--- src/rtl/mcdt_arbiter.sv ---
// -----------------------------------------------------------------------------
// mcdt_arbiter
//   Three-channel output arbiter for the MCDT datapath. Each cycle it picks one
//   requesting, enabled channel, pops one word from that channel's FIFO and
//   loads it into a registered output stage along with its channel id. The
//   pick is either round-robin (starting after the last winner) or fixed
//   priority (ch0 > ch1 > ch2). The output stage honours downstream
//   back-pressure and sustains one word per cycle.
//
// Ports
//   clk_i, rst_i            clock, synchronous active-high reset
//   cfg_en_i[2:0]           per-channel enable
//   cfg_rr_i                1 = round-robin, 0 = fixed priority
//   chN_req_i               channel FIFO non-empty
//   chN_data_i[DW-1:0]      channel FIFO head word
//   chN_ack_o               pop strobe (combinational, one-hot or zero)
//   mcdt_rdy_i              downstream ready
//   mcdt_data_o/val_o/id_o  registered output word, valid and source id
// -----------------------------------------------------------------------------

// Per-channel slice: qualifies the request with its enable and gates the pop
// strobe with the global grant decision.
module mcdt_arb_lane (
    input  logic i_req,
    input  logic i_en,
    input  logic i_sel,
    input  logic i_grant,
    output logic o_elig,
    output logic o_ack
);
    assign o_elig = i_req & i_en;
    assign o_ack  = i_grant & i_sel;
endmodule

module mcdt_arbiter #(
    parameter int DW = 32
) (
    input  logic          clk_i,
    input  logic          rst_i,
    input  logic [2:0]    cfg_en_i,
    input  logic          cfg_rr_i,
    input  logic          ch0_req_i,
    input  logic          ch1_req_i,
    input  logic          ch2_req_i,
    input  logic [DW-1:0] ch0_data_i,
    input  logic [DW-1:0] ch1_data_i,
    input  logic [DW-1:0] ch2_data_i,
    output logic          ch0_ack_o,
    output logic          ch1_ack_o,
    output logic          ch2_ack_o,
    input  logic          mcdt_rdy_i,
    output logic [DW-1:0] mcdt_data_o,
    output logic          mcdt_val_o,
    output logic [1:0]    mcdt_id_o
);
    localparam int NUM_CH = 3;

    logic [NUM_CH-1:0] w_req;
    logic [NUM_CH-1:0] w_elig;
    logic [NUM_CH-1:0] w_sel;
    logic [NUM_CH-1:0] w_ack;
    logic [1:0]        w_start;
    logic [1:0]        w_idx;
    logic              w_found;
    logic              w_free;
    logic              w_grant;
    logic [DW-1:0]     w_gdata;

    logic [DW-1:0]     r_data;
    logic              r_val;
    logic [1:0]        r_id;
    logic [1:0]        r_last;

    assign w_req = {ch2_req_i, ch1_req_i, ch0_req_i};

    // The output slot can take a new word if it is empty or being drained
    // on this very edge.
    assign w_free = ~r_val | mcdt_rdy_i;

    // Round-robin search begins one past the previous winner, wrapping 2 -> 0.
    assign w_start = (r_last == 2'd2) ? 2'd0 : r_last + 2'd1;

    always_comb begin
        logic [2:0] v_cand;
        w_idx   = 2'd0;
        w_found = 1'b0;
        v_cand  = 3'd0;
        if (cfg_rr_i) begin
            for (int k = 0; k < NUM_CH; k++) begin
                v_cand = {1'b0, w_start} + 3'(k);
                if (v_cand >= 3'd3) v_cand = v_cand - 3'd3;
                if (!w_found && w_elig[v_cand[1:0]]) begin
                    w_found = 1'b1;
                    w_idx   = v_cand[1:0];
                end
            end
        end else begin
            for (int k = 0; k < NUM_CH; k++) begin
                if (!w_found && w_elig[k]) begin
                    w_found = 1'b1;
                    w_idx   = 2'(k);
                end
            end
        end
    end

    // Reset suppresses the pop so no FIFO word is lost while the output
    // register is being cleared.
    assign w_grant = w_free & w_found & ~rst_i;

    always_comb begin
        w_sel = '0;
        w_sel[w_idx] = 1'b1;
    end

    for (genvar n = 0; n < NUM_CH; n++) begin : g_lane
        mcdt_arb_lane u_lane (
            .i_req   (w_req[n]),
            .i_en    (cfg_en_i[n]),
            .i_sel   (w_sel[n]),
            .i_grant (w_grant),
            .o_elig  (w_elig[n]),
            .o_ack   (w_ack[n])
        );
    end

    assign ch0_ack_o = w_ack[0];
    assign ch1_ack_o = w_ack[1];
    assign ch2_ack_o = w_ack[2];

    always_comb begin
        case (w_idx)
            2'd1:    w_gdata = ch1_data_i;
            2'd2:    w_gdata = ch2_data_i;
            default: w_gdata = ch0_data_i;
        endcase
    end

    // last_grant follows every grant, in either mode, so a switch to
    // round-robin resumes after the most recent winner.
    always_ff @(posedge clk_i) begin
        if (rst_i) begin
            r_val  <= 1'b0;
            r_data <= '0;
            r_id   <= 2'd0;
            r_last <= 2'd2;
        end else if (w_grant) begin
            r_val  <= 1'b1;
            r_data <= w_gdata;
            r_id   <= w_idx;
            r_last <= w_idx;
        end else if (w_free) begin
            r_val  <= 1'b0;
        end
    end

    assign mcdt_data_o = r_data;
    assign mcdt_val_o  = r_val;
    assign mcdt_id_o   = r_id;

endmodule

--- config.mk ---
export PLATFORM = sky130hd
export DESIGN_NAME = mcdt_arbiter
export DESIGN_NICKNAME = d
export VERILOG_FILES = /design/src/rtl/mcdt_arbiter.sv
export SDC_FILE = /design/constraint.sdc
export NUM_CORES = 1
export LEC_CHECK = 0
export ABC_AREA = 0
export BUFFER_PORTS_ARGS = -buffer_cell sky130_fd_sc_hd__clkbuf_2
export CORE_UTILIZATION = 43
export CTS_CLUSTER_SIZE = 8
export DETAILED_ROUTE_END_ITERATION = 6
export GPL_TIMING_DRIVEN = 1
export PLACE_DENSITY = 0.9
export RECOVER_POWER = 50
export REMOVE_ABC_BUFFERS = 1
export SYNTH_ARGS = -nofsm -noshare
export SYNTH_HDL_FRONTEND = slang
export SYNTH_SLANG_ARGS = --single-unit
--- constraint.sdc ---
create_clock -name clk_i -period 2.35 [get_ports clk_i]
set_input_delay 0.1175 -clock clk_i [delete_from_list [all_inputs] [get_ports clk_i]]
set_output_delay 0.1175 -clock clk_i [all_outputs]
set_load 0.1 [all_outputs]
# Word level (Yosys, flattened, before mapping)
# Index checks and enable logic that the tools add are counted.
# W data, S select, Z words.
[classes]
add_sub_neg = 6
multipliers = 0
n_div = 0
magnitude_cmp = 8
n_eq_ne = 3
n_shift = 0
mux = 35
n_bitwise = 11
n_reduce_logical = 10
[ops]
columns = ["operator", "count"]
rows = [
  ["$pmux W32 S2", 1],
  ["$mux W2", 12],
  ["$mux W1", 18],
  ["$lt A2 B3 Y1 const B", 4],
  ["$and A1 B1 Y1", 8],
  ["$bmux W1 S2", 3],
  ["$ge A3 B2 Y1 const B", 2],
  ["$sub A2 B2 Y2 const B", 3],
  ["$logic_and A1 B1 Y1", 5],
  ["$eq A2 B2 Y1 const B", 2],
  ["$logic_not A1 Y1", 4],
  ["$add A2 B1 Y3 const B", 1],
  ["$add A2 B2 Y3 const B", 1],
  ["$add A2 B1 Y2 const B", 1],
  ["$demux W1 S2", 1],
  ["$eq A2 B1 Y1 const B", 1],
  ["$ge A2 B1 Y1 const B", 1],
  ["$ge A2 B2 Y1 const B", 1],
  ["$not A1 Y1", 2],
  ["$reduce_bool A2 Y1", 1],
  ["$or A1 B1 Y1", 1],
]
[totals]
register_bits = 37
latch_bits = 0
mem_bits_rw = 0
mem_bits_ro = 0
in_bits = 106
out_inout_bits = 38
memories = 0

# Depth between registers and ports, before layout
# Gate-level depths: netlist (run 1).
[logic_depth]
ltp_word = 22
mapped_depth = 9
mapped_depth_nobuf = 7

# Modules after synthesis
# A second synthesis (run 1) with hierarchy kept.
[unflattened]
hier_cells = 212
area_unflattened_um2 = 1885.6
[modules_own_cells]
columns = ["module", "instances", "cells_per_inst", "area_per_inst_um2"]
rows = [
  ["mcdt_arbiter", 1, 206, 1848.0],
  ["mcdt_arb_lane", 3, 2, 12.5],
]

# Least setup slack after synthesis (run 1)
# No wires, ideal clock.
[synth_path]
path_type = "register to output"
from = "reg r_val (netlist: mcdt_val_o)"
to = "out ch0_ack_o"
arrival_time_ns = 2.974
required_ns = 2.233
path_slack_ns = -0.742
stages_incl_launch_ff = 7
cell_sequence = "dfxtp_1 -> nor2b_1 -> clkbuf_1 -> or3_1 -> buf_6 -> buf_6 -> nor2_1"
[synth_via]
elab_chain_cells = 5
[synth_lines]
columns = ["element", "line_no", "text"]
rows = [
  ["from (decl)", "70", "logic r_val;"],
  ["from (signal assigned)", "143", "r_val <= 1'b0;"],
  ["from (signal assigned)", "148", "r_val <= 1'b1;"],
  ["from (signal assigned)", "153", "r_val <= 1'b0;"],
  ["$not A1 Y1", "78", "assign w_free = ~r_val | mcdt_rdy_i;"],
  ["$or A1 B1 Y1", "78", ""],
  ["$and A1 B1 Y1 (2 in a row)", "109", "assign w_grant = w_free & w_found & ~rst_i;"],
  ["$and A1 B1 Y1", "32", "assign o_ack = i_grant & i_sel;"],
  ["to (decl)", "48", "output logic ch0_ack_o,"],
]
# No other way between the ends.

# Worst setup path after layout (run 1)
[layout_path]
from = "reg r_last[1]"
to = "out ch1_ack_o"
[layout_via]
elab_chain_cells = 22
[layout_lines]
columns = ["element", "line_no", "text"]
rows = [
  ["from (decl)", "72", "logic [1:0] r_last;"],
  ["from (signal assigned)", "151", "r_last <= w_idx;"],
  ["$add A2 B1 Y2 or $eq A2 B2 Y1 (tied branches)", "81", "assign w_start = (r_last == 2'd2) ? 2'd0 : r_last + 2'd1;"],
  ["$mux W2 (*)", "81", ""],
  ["branches (longest 19 deep; another with $add A2 B1 Y3)", "-", ""],
  ["$and A1 B1 Y1 (*)", "32", ""],
  ["to (decl)", "49", "output logic ch1_ack_o,"],
]
# Mark *: on every way between the ends. The select of a mux whose other input is x is not followed.

==> impl_metrics.json, run 1 <==
{
  "ys_seq_area_frac": 0.325,
  "cts.hold.buffers_added": 0,
  "max_stage_delay_ps": 360,
  "drt_iter0_markers": 106,
  "clk_pin_slew_worst_paths_ps": 70,
  "cts_inserted_buffers": 5,
  "dp_slack_ps": 329,
  "slowest_stage": "dfxtp_1",
  "cts-root-buf": "clkbuf_8",
  "fillCellCount": 445,
  "end_kind": "output port",
  "critPathKind": "reg2out",
  "arrival_ps": 2060,
  "syn_area_um2": 2220,
  "path_cells": "and4b_1 > nand2_1 > and2_1 > ha_1 > buf_4 > inv_1 > nor2_1 > buf_12",
  "wl_um": 6430,
  "cts_tree": "built",
  "p_leak_nw": 1.36,
  "core_um2": 4850,
  "status": "complete, but fails checks",
  "drc": 0,
  "initial_core_util": 0.457,
  "yosysWarnings": 0,
  "fmax_ghz": 0.460,
  "yosys.area.top_type": "dfxtp_1",
  "cp_data_required_time_ps": 2230,
  "syn_area_per_cell_um2": 9.60,
  "yosysMostFrequentCell": "dfxtp_1",
  "yosys-top-cells-area": "dfxtp_1 (33%), mux2i_1 (14%), a22o_1 (13%)",
  "grt_antenna_before_repair": 0,
  "cp-start-kind": "flop",
  "dieArea_um2": 5450,
  "finalCritPeriodShare": 0.925,
  "track_usage": 0.247,
  "p_per_area_nw_per_um2": 660,
  "p_int_w": 0.00113,
  "hold_path_class": "in2reg",
  "worstMarginPinSlew_ps": 1520,
  "setup_ws_ps": 177,
  "grt_pass1_vias": 2385,
  "switching_share": 0.438,
  "synth-edff-count": 0,
  "finalHoldViolCount": 0,
  "synth_top_cells_by_count": "dfxtp_1 (36), o211ai_1 (33), a22o_1 (32), mux2i_1 (32), o21ai_2 (27)",
  "cts_sinks": 36,
  "crit_buf_inv": 3,
  "grt_overflow_total": 0,
  "hold_ws_ps": 78.1,
  "ios": 144,
  "io_buffers": 143,
  "wire_per_inst_um": 14.9,
  "insertion_delay_ps": 280,
  "pwr-share-clk": 0.224,
  "vdd_drop_max_mv": 0.363,
  "drv_cap": 1,
  "pwr-share-seq": 0.345,
  "postRouteAntennaNets": 0,
  "num_rows": 25,
  "dr.pass1.iters": 4,
  "hpwlAfterDp_um": 4750,
  "diodes": 0,
  "synthToLayoutAreaGrowth_pct": 37.8,
  "htreeDepth": 2,
  "rsz0062_at_grt": "no",
  "cp_max_fo": 18,
  "async_flop_share": 0,
  "p_switching_w": 0.000883,
  "slew_headroom": -0.0131,
  "grt_max_degree": 36,
  "setup_violations": 0,
  "fin_nets": 473,
  "via_count": 2352,
  "vias_per_cell": 5.44,
  "grt_pass1_wl_um": 10400,
  "synth_top_area_frac": 0.325,
  "place.gp.congestion": 0.773,
  "ys_ff_latch": 36,
  "slew_violations": 35,
  "violations": "max-capacitance violations, max-slew violations",
  "die_x_um": 73.8,
  "synth_cell_type_count": 30,
  "drive_above_1_share": 0.425,
  "fp.dieH_um": 73.8,
  "clock_path_buffers": 2,
  "synth_cells": 231,
  "cp_top_family": "simple AND/OR/NAND/NOR gates",
  "power_frac_comb": 0.431,
  "clock_skew_ps": 4.56,
  "ys.flop_type": "dfxtp_1",
  "period_needed_ps": 2170
}
[kinds of logic (layout without fill, tap and decap cells)]
family          Yosys count  in the layout  share of synthesized area
flops                    36             36                      0.325
buf+inv                  33            167                     0.0734
compound gates          108            108                      0.390
fa+ha+maj                 3              3                     0.0169
simple gates             19             19                     0.0502
mux                      32             32                      0.144
[layout by cell type (no fill, tap or decap), types with 2 or more instances in the layout]
master	instances
a21oi_1	2
a22o_1	32
and2_1	3
buf_12	3
buf_4	9
clkbuf_1	38
clkbuf_2	106
clkbuf_8	6
dfxtp_1	36
ha_1	2
inv_1	4
mux2i_1	32
nand2_1	4
nor2_1	3
nor2b_1	2
o211ai_1	33
o21ai_0	8
o21ai_2	27
[worst paths after layout]
check        cells after the start  slack [ps]              end             from
max                              8         180        ch1_ack_o        r_last[1]
min                              2          80       mcdt_val_o            rst_i
max reg2reg                      7         380  mcdt_data_o[16]        r_last[1]
min reg2reg                      2         510  mcdt_data_o[25]  mcdt_data_o[25]
[power by group through the flow]
| stage | Combinational, W | Clock (W) | Sequential [W] |
|---|---|---|---|
| 2_1_floorplan | 0.000273 | 0 | 0.00109 |
| 3_3_place_gp | 0.000871 | 0 | 0.000705 |
| 3_5_place_dp | 0.000884 | 0 | 0.000709 |
| 4_1_cts | 0.000886 | 0.000461 | 0.000695 |
| 5_1_grt | 0.000915 | 0.000489 | 0.000701 |
| 6_report | 0.000869 | 0.000452 | 0.000694 |
[final cells by class]
| cell class | count | area [um2] | share of cell area |
|---|---|---|---|
| tap | 67 | 83.8 | 0.0274 |
| multi-input combinational | 162 | 1350 | 0.441 |
| sequential | 36 | 721 | 0.236 |
| clock buffer | 8 | 90.1 | 0.0295 |
| timing repair buffer | 154 | 793 | 0.260 |
| inverter | 5 | 18.8 | 0.00615 |
[per-stage QoR]
stage                     setup TNS, ps   util  instance area, um2  power [W]  std cells
after global placement                0  0.620                3010    0.00158        424
after floorplan                  -52710      -                2070    0.00136        203
after CTS                             0  0.639                3100    0.00204        432
final                                 0  0.630                3050    0.00202        432
after global routing                  0  0.630                3050    0.00210        432
after detailed placement              0  0.620                3010    0.00159        424
[sequential cells by signal, summed over array words and instances (netlist names)]
signal and cells:
mcdt_data_o 32, mcdt_id_o 2, mcdt_val_o 1, r_last 1
[layer usage]
| metal | part of all wire | wire, um | global-route usage |
|---|---|---|---|
| met5 | 0 | 0 | 0 |
| met4 | 0.0089 | 57 | 0.0598 |
| met3 | 0.071 | 456 | 0.0590 |
| met2 | 0.52 | 3370 | 0.472 |
| met1 | 0.40 | 2550 | 0.270 |
[what timing repair did]
item	in CTS	in global routing
setup endpoints to repair	0	1
gates resized for setup	0	1
buffers inserted	0	0
No activity file was read; power rests on OpenSTA's default activity.
==> run 2: changes to the inputs <==
==> constraint.sdc (replaced) <==
create_clock -name clk_i -period 2.35 [get_ports clk_i]
set_input_delay 0.1175 -clock clk_i [delete_from_list [all_inputs] [get_ports clk_i]]
set_output_delay 0.1175 -clock clk_i [all_outputs]
set_load 0.05 [all_outputs]
==> impl_metrics.json, run 2 (same netlist as run 1, synthesis figures left out) <==
{
  "cts-root-buf": "clkbuf_8",
  "drt_iter0_markers": 81,
  "setup_violations": 0,
  "worstMarginPinSlew_ps": 741,
  "grt_pass1_vias": 2282,
  "setup_tns_ps": 0,
  "finalCritPeriodShare": 0.927,
  "pwr-share-clk": 0.259,
  "drive_above_1_share": 0.431,
  "power_frac_comb": 0.361,
  "p_int_w": 0.00115,
  "p_leak_nw": 1.36,
  "diodes": 0,
  "postRouteAntennaNets": 0,
  "cts_inserted_buffers": 5,
  "grt_antenna_before_repair": 0,
  "hpwlAfterDp_um": 4860,
  "initial_core_util": 0.457,
  "wl_um": 6490,
  "cts.hold.buffers_added": 0,
  "r2r_cells": 8,
  "cp_max_fo": 16,
  "rsz0062_at_grt": "no",
  "stdcell_area_um2": 3030,
  "fillCellCount": 435,
  "holdPathStages": 2,
  "grt_overflow_total": 0,
  "clk_pin_slew_worst_paths_ps": 70,
  "slew_headroom": 0.506,
  "p_total_w": 0.00183,
  "period_needed_ps": 2180,
  "mostFrequentLayoutCell": "clkbuf_2",
  "pwr-share-seq": 0.380,
  "vias_per_cell": 5.40,
  "hold_path_class": "in2reg",
  "fp.dieH_um": 73.8,
  "cts_tree": "built",
  "clock_skew_ps": 4.89,
  "arrival_ps": 2060,
  "core_um2": 4850,
  "insertion_delay_ps": 280,
  "wire_per_inst_um": 15.1,
  "largest_reg_flops": 32,
  "drc": 0,
  "cts_sinks": 36,
  "dp_slack_ps": 298,
  "place.gp.congestion": 0.790,
  "dieArea_um2": 5450,
  "dr.pass1.iters": 4,
  "multi_input_area_um2": 1350,
  "drv_cap": 0,
  "cp_data_required_time_ps": 2230,
  "synthToLayoutAreaGrowth_pct": 36.6,
  "end_kind": "output port",
  "track_usage": 0.241,
  "num_rows": 25,
  "io_buffers": 143,
  "die_x_um": 73.8,
  "clock_path_buffers": 2,
  "final-seq-area_um2": 721,
  "cp-start-kind": "flop",
  "status": "complete, no violations",
  "vdd_drop_max_mv": 0.348,
  "p_switching_w": 0.000672,
  "via_count": 2327,
  "switching_share": 0.368,
  "slew_violations": 0,
  "fmax_ghz": 0.459,
  "fin_util": 0.625,
  "final_cell_mix": "clkbuf_2 (110), dfxtp_1 (36), clkbuf_1 (35)",
  "ios": 144,
  "grt_max_degree": 36,
  "critPathKind": "reg2out",
  "grt_pass1_wl_um": 10100,
  "fin_nets": 473,
  "htreeDepth": 2,
  "finalHoldViolCount": 0,
  "placed_cell_area_um2": 2970,
  "p_per_area_nw_per_um2": 603,
  "setup_ws_ps": 173
}
-- run 2: stage by stage --
stage	std cells	hold slack (ps)
global placement	424	359
floorplan	203	187
global route	431	93.7
detailed placement	424	375
finish	431	94.7
CTS	431	71.5
-- run 2: final timing paths --
check                                    start              end  slack (ps)
worst max-delay path                 r_last[1]        ch2_ack_o         170
worst min-delay path                     rst_i       mcdt_val_o          90
worst max register to register       r_last[1]  mcdt_data_o[16]         410
worst min register to register  mcdt_data_o[8]   mcdt_data_o[8]         510
-- run 2: what timing repair did --
| item | CTS | global route |
|---|---|---|
| buffers inserted | 0 | 0 |
| gates resized for setup | 0 | 1 |
| endpoints found under the setup margin | 0 | 1 |
-- run 2: critical path: stages, from the launching register on --
cell	delay, ps
dfxtp_1	330
nand4b_1	200
a32oi_2	320
ha_1	230
buf_4	220
inv_1	60
nor2_1	120
clkbuf_2	300
-- run 2: final cells by class --
cell class	count	share of cell area
multi-input combinational	162	0.445
tap	67	0.0277
sequential	36	0.238
timing repair buffer	154	0.252
inverter	5	0.00620
clock buffer	7	0.0318
-- run 2: routing by layer --
metal | share of wire | track usage | vias up
met1 | 0.41 | 0.258 | 1063
met5 | 0 | 0 | -
met4 | 0.016 | 0.0919 | 0
met3 | 0.058 | 0.0645 | 10
met2 | 0.52 | 0.449 | 91
li1 | - | - | 1163
-- run 2: power groups by stage --
| stage | combinational (W) | sequential, W | clock [W] |
|---|---|---|---|
| after detailed placement | 0.000677 | 0.000708 | 0 |
| after global placement | 0.000661 | 0.000705 | 0 |
| final | 0.000660 | 0.000694 | 0.000473 |
| after floorplan | 0.000264 | 0.000891 | 0 |
| after global routing | 0.000704 | 0.000700 | 0.000516 |
| after CTS | 0.000678 | 0.000694 | 0.000481 |
